--- config.mk ---
export PLATFORM = sky130hd
export DESIGN_NAME = fifo_rd_arbiter
export DESIGN_NICKNAME = d
export VERILOG_FILES = /design/src/rtl/fifo_rd_pkg.sv /design/src/rtl/fifo_rr_pick.sv /design/src/rtl/fifo_rd_arbiter.sv
export SDC_FILE = /design/constraint.sdc
export NUM_CORES = 1
export LEC_CHECK = 0
export BUFFER_PORTS_ARGS = -buffer_cell sky130_fd_sc_hd__clkbuf_2
export CORE_ASPECT_RATIO = 1.25
export CORE_MARGIN = 2
export CORE_UTILIZATION = 47
export CTS_CLUSTER_SIZE = 14
export DETAILED_ROUTE_END_ITERATION = 6
export PLACE_DENSITY = 0.83
export REMOVE_ABC_BUFFERS = 1
export SLEW_MARGIN = 20
export SYNTH_ARGS = -nofsm -noshare
export SYNTH_HDL_FRONTEND = slang
export SYNTH_HIERARCHICAL = 1
export SYNTH_SLANG_ARGS = --single-unit
export TNS_END_PERCENT = 5
--- constraint.sdc ---
create_clock -name r_clk -period 1.9 [get_ports r_clk]
set_input_delay 0 -clock r_clk [delete_from_list [all_inputs] [get_ports r_clk]]
set_output_delay 0 -clock r_clk [all_outputs]
set_load 0.01 [all_outputs]
--- src/rtl/fifo_rd_pkg.sv ---
// Shared types and helpers for the FIFO read-side arbiter.
package fifo_rd_pkg;

    // Arbiter FSM: IDLE arbitrates for one cycle, BURST pops the granted source.
    typedef enum logic [0:0] {
        IDLE  = 1'b0,
        BURST = 1'b1
    } rd_state_e;

    // Width needed to index n sources; never narrower than one bit.
    function automatic int src_idx_width(input int n);
        return (n > 1) ? $clog2(n) : 1;
    endfunction

endpackage

--- src/rtl/fifo_rr_pick.sv ---
// Combinational round-robin picker: first requester after last_grant, with wrap.
module fifo_rr_pick
    import fifo_rd_pkg::*;
#(
    parameter int NUM_SRC = 4,
    parameter int SRC_W   = src_idx_width(NUM_SRC)
) (
    input  logic [NUM_SRC-1:0] req,
    input  logic [SRC_W-1:0]   last_grant,
    output logic               pick_valid,
    output logic [SRC_W-1:0]   pick_idx
);

    // Scan last_grant+1 .. last_grant+NUM_SRC (mod NUM_SRC); keep the first hit.
    always_comb begin : pick_scan
        logic [SRC_W-1:0] cand_idx_s;
        logic             hit_s;
        pick_valid = 1'b0;
        pick_idx   = {SRC_W{1'b0}};
        cand_idx_s = {SRC_W{1'b0}};
        hit_s      = 1'b0;
        for (int k = 1; k <= NUM_SRC; k++) begin
            cand_idx_s = SRC_W'((int'(last_grant) + k) % NUM_SRC);
            hit_s      = !pick_valid && req[cand_idx_s];
            pick_idx   = hit_s ? cand_idx_s : pick_idx;
            pick_valid = pick_valid | hit_s;
        end
    end

endmodule

--- src/rtl/fifo_rd_arbiter.sv ---
// Read-side scheduler: drains several FIFO read ports into one valid/ready
// stream, round-robin with a bounded burst per grant and a one-entry output stage.
module fifo_rd_arbiter
    import fifo_rd_pkg::*;
#(
    parameter int NUM_SRC    = 4,
    parameter int DATA_WIDTH = 8,
    parameter int BURST_MAX  = 4,
    parameter int SRC_W      = src_idx_width(NUM_SRC),
    parameter int CNT_W      = $clog2(BURST_MAX + 1)
) (
    input  logic                          r_clk,
    input  logic                          r_rst,
    input  logic [NUM_SRC-1:0]            src_empty,
    input  logic [NUM_SRC*DATA_WIDTH-1:0] src_rdata,
    output logic [NUM_SRC-1:0]            src_rinc,
    output logic                          m_valid,
    input  logic                          m_ready,
    output logic [DATA_WIDTH-1:0]         m_data,
    output logic [SRC_W-1:0]              m_src
);

    rd_state_e             state_r;
    logic [SRC_W-1:0]      grant_r;
    logic [SRC_W-1:0]      last_grant_r;
    logic [CNT_W-1:0]      burst_cnt_r;

    logic                  can_load_s;
    logic                  grant_empty_s;
    logic                  pop_s;
    logic [CNT_W-1:0]      cnt_next_s;
    logic                  pick_valid_s;
    logic [SRC_W-1:0]      pick_idx_s;
    logic [DATA_WIDTH-1:0] head_data_s;

    fifo_rr_pick #(
        .NUM_SRC (NUM_SRC),
        .SRC_W   (SRC_W)
    ) u_pick (
        .req        (~src_empty),
        .last_grant (last_grant_r),
        .pick_valid (pick_valid_s),
        .pick_idx   (pick_idx_s)
    );

    // Pop qualification: the output stage can take a word and the granted FIFO holds one.
    always_comb begin
        can_load_s    = !m_valid || m_ready;
        grant_empty_s = src_empty[grant_r];
        pop_s         = (state_r == BURST) && !grant_empty_s && can_load_s;
        cnt_next_s    = burst_cnt_r + CNT_W'(1);
    end

    // Head-of-FIFO word of the granted source; only ever feeds the output register.
    always_comb begin
        head_data_s = {DATA_WIDTH{1'b0}};
        for (int i = 0; i < NUM_SRC; i++) begin
            head_data_s = (grant_r == SRC_W'(i)) ? src_rdata[i*DATA_WIDTH +: DATA_WIDTH]
                                                 : head_data_s;
        end
    end

    // One-hot pop strobe to the granted source; zero whenever no pop is allowed.
    always_comb begin
        src_rinc = {NUM_SRC{1'b0}};
        if (pop_s) begin
            src_rinc[grant_r] = 1'b1;
        end else begin
            src_rinc = {NUM_SRC{1'b0}};
        end
    end

    // Arbitration FSM: grant, burst counter and round-robin pointer.
    always_ff @(posedge r_clk or negedge r_rst) begin
        if (!r_rst) begin
            state_r      <= IDLE;
            grant_r      <= {SRC_W{1'b0}};
            last_grant_r <= SRC_W'(NUM_SRC - 1);
            burst_cnt_r  <= {CNT_W{1'b0}};
        end else begin
            case (state_r)
                IDLE: begin
                    if (pick_valid_s) begin
                        grant_r     <= pick_idx_s;
                        burst_cnt_r <= {CNT_W{1'b0}};
                        state_r     <= BURST;
                    end else begin
                        state_r     <= IDLE;
                    end
                end
                BURST: begin
                    if (pop_s) begin
                        burst_cnt_r <= cnt_next_s;
                        if (cnt_next_s == CNT_W'(BURST_MAX)) begin
                            state_r      <= IDLE;
                            last_grant_r <= grant_r;
                        end else begin
                            state_r      <= BURST;
                        end
                    end else if (grant_empty_s) begin
                        // Source drained before the burst limit: hand the turn on.
                        state_r      <= IDLE;
                        last_grant_r <= grant_r;
                    end else begin
                        // Waiting on backpressure; keep the grant.
                        state_r      <= BURST;
                    end
                end
                default: begin
                    state_r      <= IDLE;
                    last_grant_r <= grant_r;
                end
            endcase
        end
    end

    // Output stage: load on pop (replacing an accepted word), clear when taken with no refill.
    always_ff @(posedge r_clk or negedge r_rst) begin
        if (!r_rst) begin
            m_valid <= 1'b0;
            m_data  <= {DATA_WIDTH{1'b0}};
            m_src   <= {SRC_W{1'b0}};
        end else begin
            if (pop_s) begin
                m_valid <= 1'b1;
                m_data  <= head_data_s;
                m_src   <= grant_r;
            end else if (m_ready) begin
                m_valid <= 1'b0;
            end else begin
                m_valid <= m_valid;
            end
        end
    end

endmodule
# Yosys cells after proc, flatten, opt, wreduce, memory -nomap -nowiden
# Index checks and enable logic that the tools add are counted.
# op_classes
n_mul	0
shifts	0
n_bitwise	5
n_mux	34
div	0
n_reduce_logical	18
n_addsub	5
order_cmp	6
eq_ne	7
# ops
operator	count
2-to-1 mux 8 bit	4
< comparator 2 x 3 -> 1 bit, second input constant	5
2-to-1 mux 2 bit	7
2-to-1 mux 1 bit	12
binary-select mux 1 bit (select 2 bit)	5
logical AND 1 bit	6
2-to-1 mux 3 bit	2
one-hot mux 3 bit (2 select lines)	1
zero test 1 bit	5
adder 2 x 1 -> 2 bit, second input constant	2
adder 2 bit, second input constant	2
equality test 2 bit, second input constant	2
2-to-1 mux 4 bit	1
inequality test 2 x 1 -> 1 bit, second input constant	2
inverter 4 bit	1
AND reduction 2 bit	2
nonzero test 2 bit	2
adder 3 x 1 -> 3 bit, second input constant	1
equality test 3 bit, second input constant	1
OR 1 bit	3
AND reduction 3 bit	1
demux 1 bit (select 2 bit)	1
equality test 2 x 1 -> 1 bit, second input constant	1
>= comparator 2 x 1 -> 1 bit, second input constant	1
5 further kinds	5
# totals
latchBits	0
mem_bits_ro	0
reg_bits	19
ramBits	0
n_memories	0
input_bits	39
out_inout_bits	15
wordCells	82

# Depth between registers and ports, before layout
# Gate-level depths: netlist of run 1.
# logic_depth
word_depth	14
mapped_depth	6
mapped_depth_nobuf	6

# Hierarchy
# The synthesis of run 1 kept the hierarchy.
# by_module_without_submodules
module	n_inst	cells_each	area_each_um2	seq_area_each_um2
fifo_rd_arbiter	1	90	1193.6	478.0
fifo_rr_pick	1	14	91.3	0.0

# Worst setup path after synthesis of run 1
# Ideal clock, no wire load.
# synth_timing
path_kind	register to register
startpoint	reg grant_r[0]
endpoint	reg m_data[0]
n_path_buf	2
stages_incl_launch_ff	7
setup_ns	0.125
slack_ns	0.330
t_arrival_ns	1.445
required_time_ns	1.775
cell_sequence	dfrtp_1 > buf_6 > mux2i_2 > and3_4 > o21ai_4 > buf_6 > mux2_4
# synth_via
elab_chain_cells	5
word_cells_on_any_way	13
cone_classes	eq/ne: 3; mux: 6; reduce/logical: 4
# synth_rtl
element	line_no	source
start, declared	fifo_rd_arbiter.sv:24	logic [SRC_W-1:0] grant_r;
start signal, assigned	fifo_rd_arbiter.sv:77	grant_r <= {SRC_W{1'b0}};
start signal, assigned	fifo_rd_arbiter.sv:84	grant_r <= pick_idx_s;
zero test 2 bit / binary-select mux 1 bit (select 2 bit) (equally long branches)	fifo_rd_arbiter.sv:58, fifo_rd_arbiter.sv:49	
2-to-1 mux 8 bit / 2-to-1 mux 1 bit (equally long branches)	fifo_rd_arbiter.sv:58, fifo_rd_arbiter.sv:49	
2-to-1 mux 8 bit / zero test 1 bit (equally long branches)	fifo_rd_arbiter.sv:58, fifo_rd_arbiter.sv:50	
2-to-1 mux 8 bit / logical AND 1 bit (equally long branches) (2 in a row)	fifo_rd_arbiter.sv:58, fifo_rd_arbiter.sv:50	
end signal, assigned	fifo_rd_arbiter.sv:121	m_data <= {DATA_WIDTH{1'b0}};
end signal, assigned	fifo_rd_arbiter.sv:126	m_data <= head_data_s;
end, declared	fifo_rd_arbiter.sv:19	output logic [DATA_WIDTH-1:0] m_data,
# Several ways; a longest one is shown, not always the timed one. The select of a mux whose other input is x is not followed.
# A chain may end at the register's enable or synchronous reset.

# Worst setup path in the final report of run 1
# layout_timing
startpoint	reg grant_r[0]
endpoint	reg m_data[7]
# The elaborated chain is that of the path after synthesis.

==> results of run 1 <==
==> path summary, 6_finish.rpt <==
kind	start	to	slack, ns
max	grant_r[0]	m_data[7]	0.13
min	src_rdata[31]	m_data[7]	0.13
max reg2reg	grant_r[0]	m_data[7]	0.13
min reg2reg	burst_cnt_r[0]	burst_cnt_r[0]	0.49
max in group asynchronous	r_rst	last_grant_r[1]	1.38
min in group asynchronous	r_rst	m_data[7]	0.18
==> repair_timing <==
action,CTS,global route
gates resized for setup,0,0
hold buffers,1,0
endpoints found under the hold margin,19,0
==> flip-flops by register name (all words and copies together), names as in the netlist <==
register	flops
m_data	8
burst_cnt_r	3
last_grant_r	2
state_r	1
m_valid	1
grant_r	2
m_src	2
==> synthesized netlist by cell type <==
cell       n
nor3_1     2
o221ai_2   1
and2b_1    1
o22a_1     1
a21oi_2    1
dfstp_2    2
buf_2      1
inv_1      8
buf_4      1
mux4_1     8
dfrtp_1   17
nand2_1    6
nor2_1     4
mux2i_2    1
a31oi_1    2
mux2_2     2
and3_1     1
and3_4     1
mux2i_1    5
o21ai_4    1
clkbuf_1   3
nor2_4     1
mux2_4     8
mux2_1     3
a21oi_1    5
nand3_1    3
nand2b_1   7
o21ai_0    1
buf_6      2
nor4_1     2
ha_1       2
o221ai_1   1
==> power groups by stage <==
stage / sequential [mW] / clock (mW) / combinational (mW)
2_1_floorplan: 0.885 / 0 / 0.851
3_3_place_gp: 0.781 / 0 / 1.34
3_5_place_dp: 0.805 / 0 / 1.40
4_1_cts: 0.797 / 0.202 / 1.41
5_1_grt: 0.821 / 0.228 / 1.52
6_report: 0.806 / 0.201 / 1.41
==> cells by family after synthesis <==
kind of cell	Yosys count
and+or+nand+nor	28
DFF	19
muxes	27
AOI/OAI and AO/OA	13
buffers and inverters	15
adders and majority gates	2
==> layer usage <==
| layer | global-route usage (%) | share of wire [%] | vias to the layer above |
|---|---|---|---|
| li1 | - | - | 494 |
| met1 | 25.5 | 42 | 509 |
| met2 | 38.0 | 50 | 64 |
| met3 | 3.11 | 7.1 | 4 |
| met4 | 6.08 | 0.89 | 0 |
| met5 | 0 | 0 | - |
==> worst register-to-register path: stages (launching register included) <==
cell and delay, ns:
dfrtp_1 0.46, mux2i_2 0.20, and3_4 0.21, o21ai_4 0.42, mux2_1 0.37
==> final cells by class <==
type / instances / share of cell area (%)
flip-flops and latches: 19 / 29.6
repair buffers: 58 / 18.9
clock buffers: 4 / 1.63
multi-input cells: 70 / 45.3
inverters: 8 / 1.86
well taps: 34 / 2.64
==> results.toml, run 1 <==
[outcome]
status = "completed"

[route]
drc = 0
first_pass_iters = 4
wl_per_cell_um = 16.3
vias = 1071
routed_wl_um = 3160
ant_nets = 0
drt_iter0_drc = 17
vias_per_cell = 5.55

[grt]
antenna_found_initial = 0
grt_use_total_pct = 21.1
overflow = 0
grt_pass1_wl_um = 5050
grt_max_degree = 20
grt_pass1_vias = 1105

[synth]
ys_ff_latch = 19
synth.distinct_cells = 32
avgSynthCellArea_um2 = 12.4
yosys.area.top_type = "dfrtp_1"
synth_compound_area_share_pct = 7.79
synth_top_family_by_area = "multiplexers"
synth-adder-area-share_pct = 1.95
synthXorXnorAreaFrac_pct = 0
ys_seq_area_share_pct = 37.2
synth_area_um2 = 1280
synthCells = 104
synth_top_area_share_pct = 33.1
synth-simple-area-share_pct = 12.1
synth_mux_area_share_pct = 35.1
synth.area.top_cells = "dfrtp_1, mux4_1, mux2_4, dfstp_2, mux2i_1"
yosys_warnings = 6

[cells_and_area]
layout-drive-gt1-share_pct = 49.1
final_common_cell = "clkbuf_2"
regArea_um2 = 478
multi_input_area_um2 = 731
synthToLayoutAreaGrowth_pct = 25.5
design_area_um2 = 1610
fillers = 217
final_cell_mix = "clkbuf_2, dfrtp_1, inv_1, mux2_4, mux4_1"
fin_nets = 201
num_antenna_cells = 0
postLayoutCoreUtil_pct = 60.8
stdcell_count = 193

[pwr]
p_int_mw = 1.46
leakage_nw = 0.842
seq_power_share_pct = 33.4
switching_share_pct = 39.4
max-vdd-ir-drop_v = 0.000936
p_switching_mw = 0.949
power_density_nw_per_um2 = 1500
p_total_mw = 2.41
combPwrFrac_pct = 58.3
clkPwrFrac_pct = 8.3

[cts]
post_cts_buffers = 0
clock_sinks = 19
clock_latency_ns = 0.29
h-tree-depth = 1
clk_path_buf_depth = 2
clkTransAtPathRegs_ns = 0.10
cts_tree = "built"
cts-root-buf = "clkbuf_4"
cts_buffers = 3

[floorplanning]
die_h_um = 62.5
rows = 21
start_util_pct = 48.4
num_io_pins = 54
core_um2 = 2650
dieArea_um2 = 3170
die-width_um = 50.8

[setup_path]
path_class = "reg -> reg"
cp.arrival_ns = 1.95
start_kind = "flop"
r2r_cells = 4
critPathBufInv = 0
cpPeakStageDelay_ns = 0.46
crit_chain = "mux2i_2 > and3_4 > o21ai_4 > mux2_1"
cp.depth = 4
cp_slowest_cell = "dfrtp_1"
end_kind = "flop"
cp_max_fo = 12
crit_family = "multiplexers"
worstPathRequired_ns = 2.09

[place]
numPortBuffers = 53
dp.cells = 188
routabilityCongestion = 0.939
dpl_cell_area_um2 = 1580
place_ws_ns = 0.140
dp_hpwl_um = 2520

[timing]
setup_ws_ns = 0.134
rsz0062_at_grt = "false"
drv_slew = 0
hold_viol_final = 0
finalCriticalPeriod_ns = 1.77
finalClockSkew_ns = 0.00535
fmax_mhz = 566
tightest_slew_ns = 0.520
holdWs_ns = 0.127
fin_crit_sh_pct = 93.0
setup_viol = 0
relSlewSlack_pct = 65.2
fin_tns_setup_ns = 0

[hold_path]
min_path_cells = 3
hold_path_class = "in -> reg"

[flow_run]
maxCapViolCount = 0
Power figures use the tool's default switching activity.
==> run 2: changes to the inputs <==
SETUP_SLACK_MARGIN = 0.15   (was default)
==> results.toml, run 2 (same netlist as run 1, synthesis figures left out) <==
[outcome]
status = "completed"

[route]
drt_iter0_drc = 36
first_pass_iters = 4
wl_per_cell_um = 16.4
drc = 0
vias_per_cell = 5.52
vias = 1077
ant_nets = 0
routed_wl_um = 3200

[pwr]
max-vdd-ir-drop_v = 0.00103
leakage_nw = 0.855
p_total_mw = 2.49
power_density_nw_per_um2 = 1520

[timing]
finalCriticalPeriod_ns = 1.65
setup_viol = 0
fin_crit_sh_pct = 86.7
relSlewSlack_pct = 68.5
hold_viol_final = 0
fmax_mhz = 607
tightest_slew_ns = 0.472
drv_slew = 0
finalClockSkew_ns = 0.00508
fin_tns_setup_ns = 0
rsz0062_at_grt = "false"

[grt]
antenna_found_initial = 0
grt_pass1_vias = 1120
grt_pass1_wl_um = 5210
overflow = 0
met1_usage_pct = 26.3
gr-usage-met3_pct = 3.11
gr-usage-met2_pct = 39.5
grt_max_degree = 20
grt_use_total_pct = 21.8
top_usage_layer = "met2"

[cts]
h-tree-depth = 1
clock_sinks = 19
cts-root-buf = "clkbuf_4"
cts_buffers = 3
clk_path_buf_depth = 2
clock_latency_ns = 0.29
cts_tree = "built"
clkTransAtPathRegs_ns = 0.10

[place]
dp.cells = 188
numPortBuffers = 53
dp_hpwl_um = 2520
routabilityCongestion = 0.939

[setup_path]
cp_slowest_cell = "mux4_1"
cpPeakStageDelay_ns = 0.58
crit_chain = "buf_4 > mux4_1 > mux2_1"
cp_max_fo = 9
end_kind = "flop"
r2r_cells = 3
cp.arrival_ns = 1.83
start_kind = "flop"
worstPathRequired_ns = 2.08
path_class = "reg -> reg"

[floorplanning]
num_io_pins = 54
rows = 21
core_um2 = 2650
dieArea_um2 = 3170
die-width_um = 50.8
start_util_pct = 48.4
die_h_um = 62.5

[cells_and_area]
largest_register_ffs = 8
fillers = 213
stdcell_count = 195
final_cell_mix = "clkbuf_2, dfrtp_1, inv_1, mux2_4, mux4_1"
layout-drive-gt1-share_pct = 50.3
fin_nets = 203
final_common_cell = "clkbuf_2"
top_regs = "m_data: 8 flops, burst_cnt_r: 3 flops"
regMostFlops = "m_data"
synthToLayoutAreaGrowth_pct = 27.8
num_antenna_cells = 0

[hold_path]
hold_path_class = "in -> reg"
min_path_cells = 3

[flow_run]
maxCapViolCount = 0
run 2: changes by cell type in the layout (fill, tap and decap cells not counted), sizes merged:
cell	change
buf	+2
run 2: through the flow:
stage	hold WS, ns	instance area (µm²)	utilization (%)	setup WS (ns)
after floorplan	-0.296	1240	-	0.0499
after global placement	-0.0275	1580	59.4	0.232
after CTS	0.134	1640	61.8	0.202
final	0.129	1640	61.9	0.253
after detailed placement	-0.0299	1580	59.4	0.140
after global routing	0.126	1640	61.9	0.175
run 2: area by class of cell:
cell class	count	area [µm²]	share of cell area [%]
sequential	19	479	29.2
multi-input combinational	70	731	44.5
timing repair buffer	60	333	20.3
clock buffer	4	26.3	1.60
inverter	8	30.0	1.83
tap	34	42.5	2.59
run 2: metal layers:
layer | wire length (µm) | part of all wire, % | up-vias
met5 | 0 | 0 | -
met4 | 28 | 0.87 | 0
met3 | 208 | 6.5 | 4
met2 | 1640 | 51 | 57
met1 | 1330 | 41 | 517
li1 | - | - | 499
run 2: path summary, 6_finish.rpt:
| check | startpoint | endpoint | slack [ns] |
|---|---|---|---|
| worst max-delay path | grant_r[0] | m_data[7] | 0.25 |
| worst min-delay path | src_rdata[6] | m_data[6] | 0.13 |
| worst max register to register | grant_r[0] | m_data[7] | 0.25 |
| worst min register to register | burst_cnt_r[0] | burst_cnt_r[0] | 0.49 |
| max in group asynchronous | r_rst | last_grant_r[1] | 1.37 |
| min in group asynchronous | r_rst | m_data[7] | 0.18 |
run 2: power by group:
| group | leakage (nW) | internal (mW) | switching [mW] |
|---|---|---|---|
| Combinational | 0.615 | 0.816 | 0.664 |
| Sequential | 0.226 | 0.624 | 0.184 |
| Clock | 0.0150 | 0.0817 | 0.120 |
run 2: worst max-delay path, delay by kind of cell, from the launching register on:
family,cells,cell delay (ns)
muxes,2,0.90
DFF,1,0.43
buffers and inverters,1,0.21
run 2: repair_timing:
action / CTS / global route
endpoints found under the setup margin: 3 / 1
pin swaps: 1 / 0
hold endpoints to repair: 19 / 0
hold buffers: 1 / 0
cloned: 0 / 0
resized for setup: 0 / 1
buffers inserted: 2 / 0
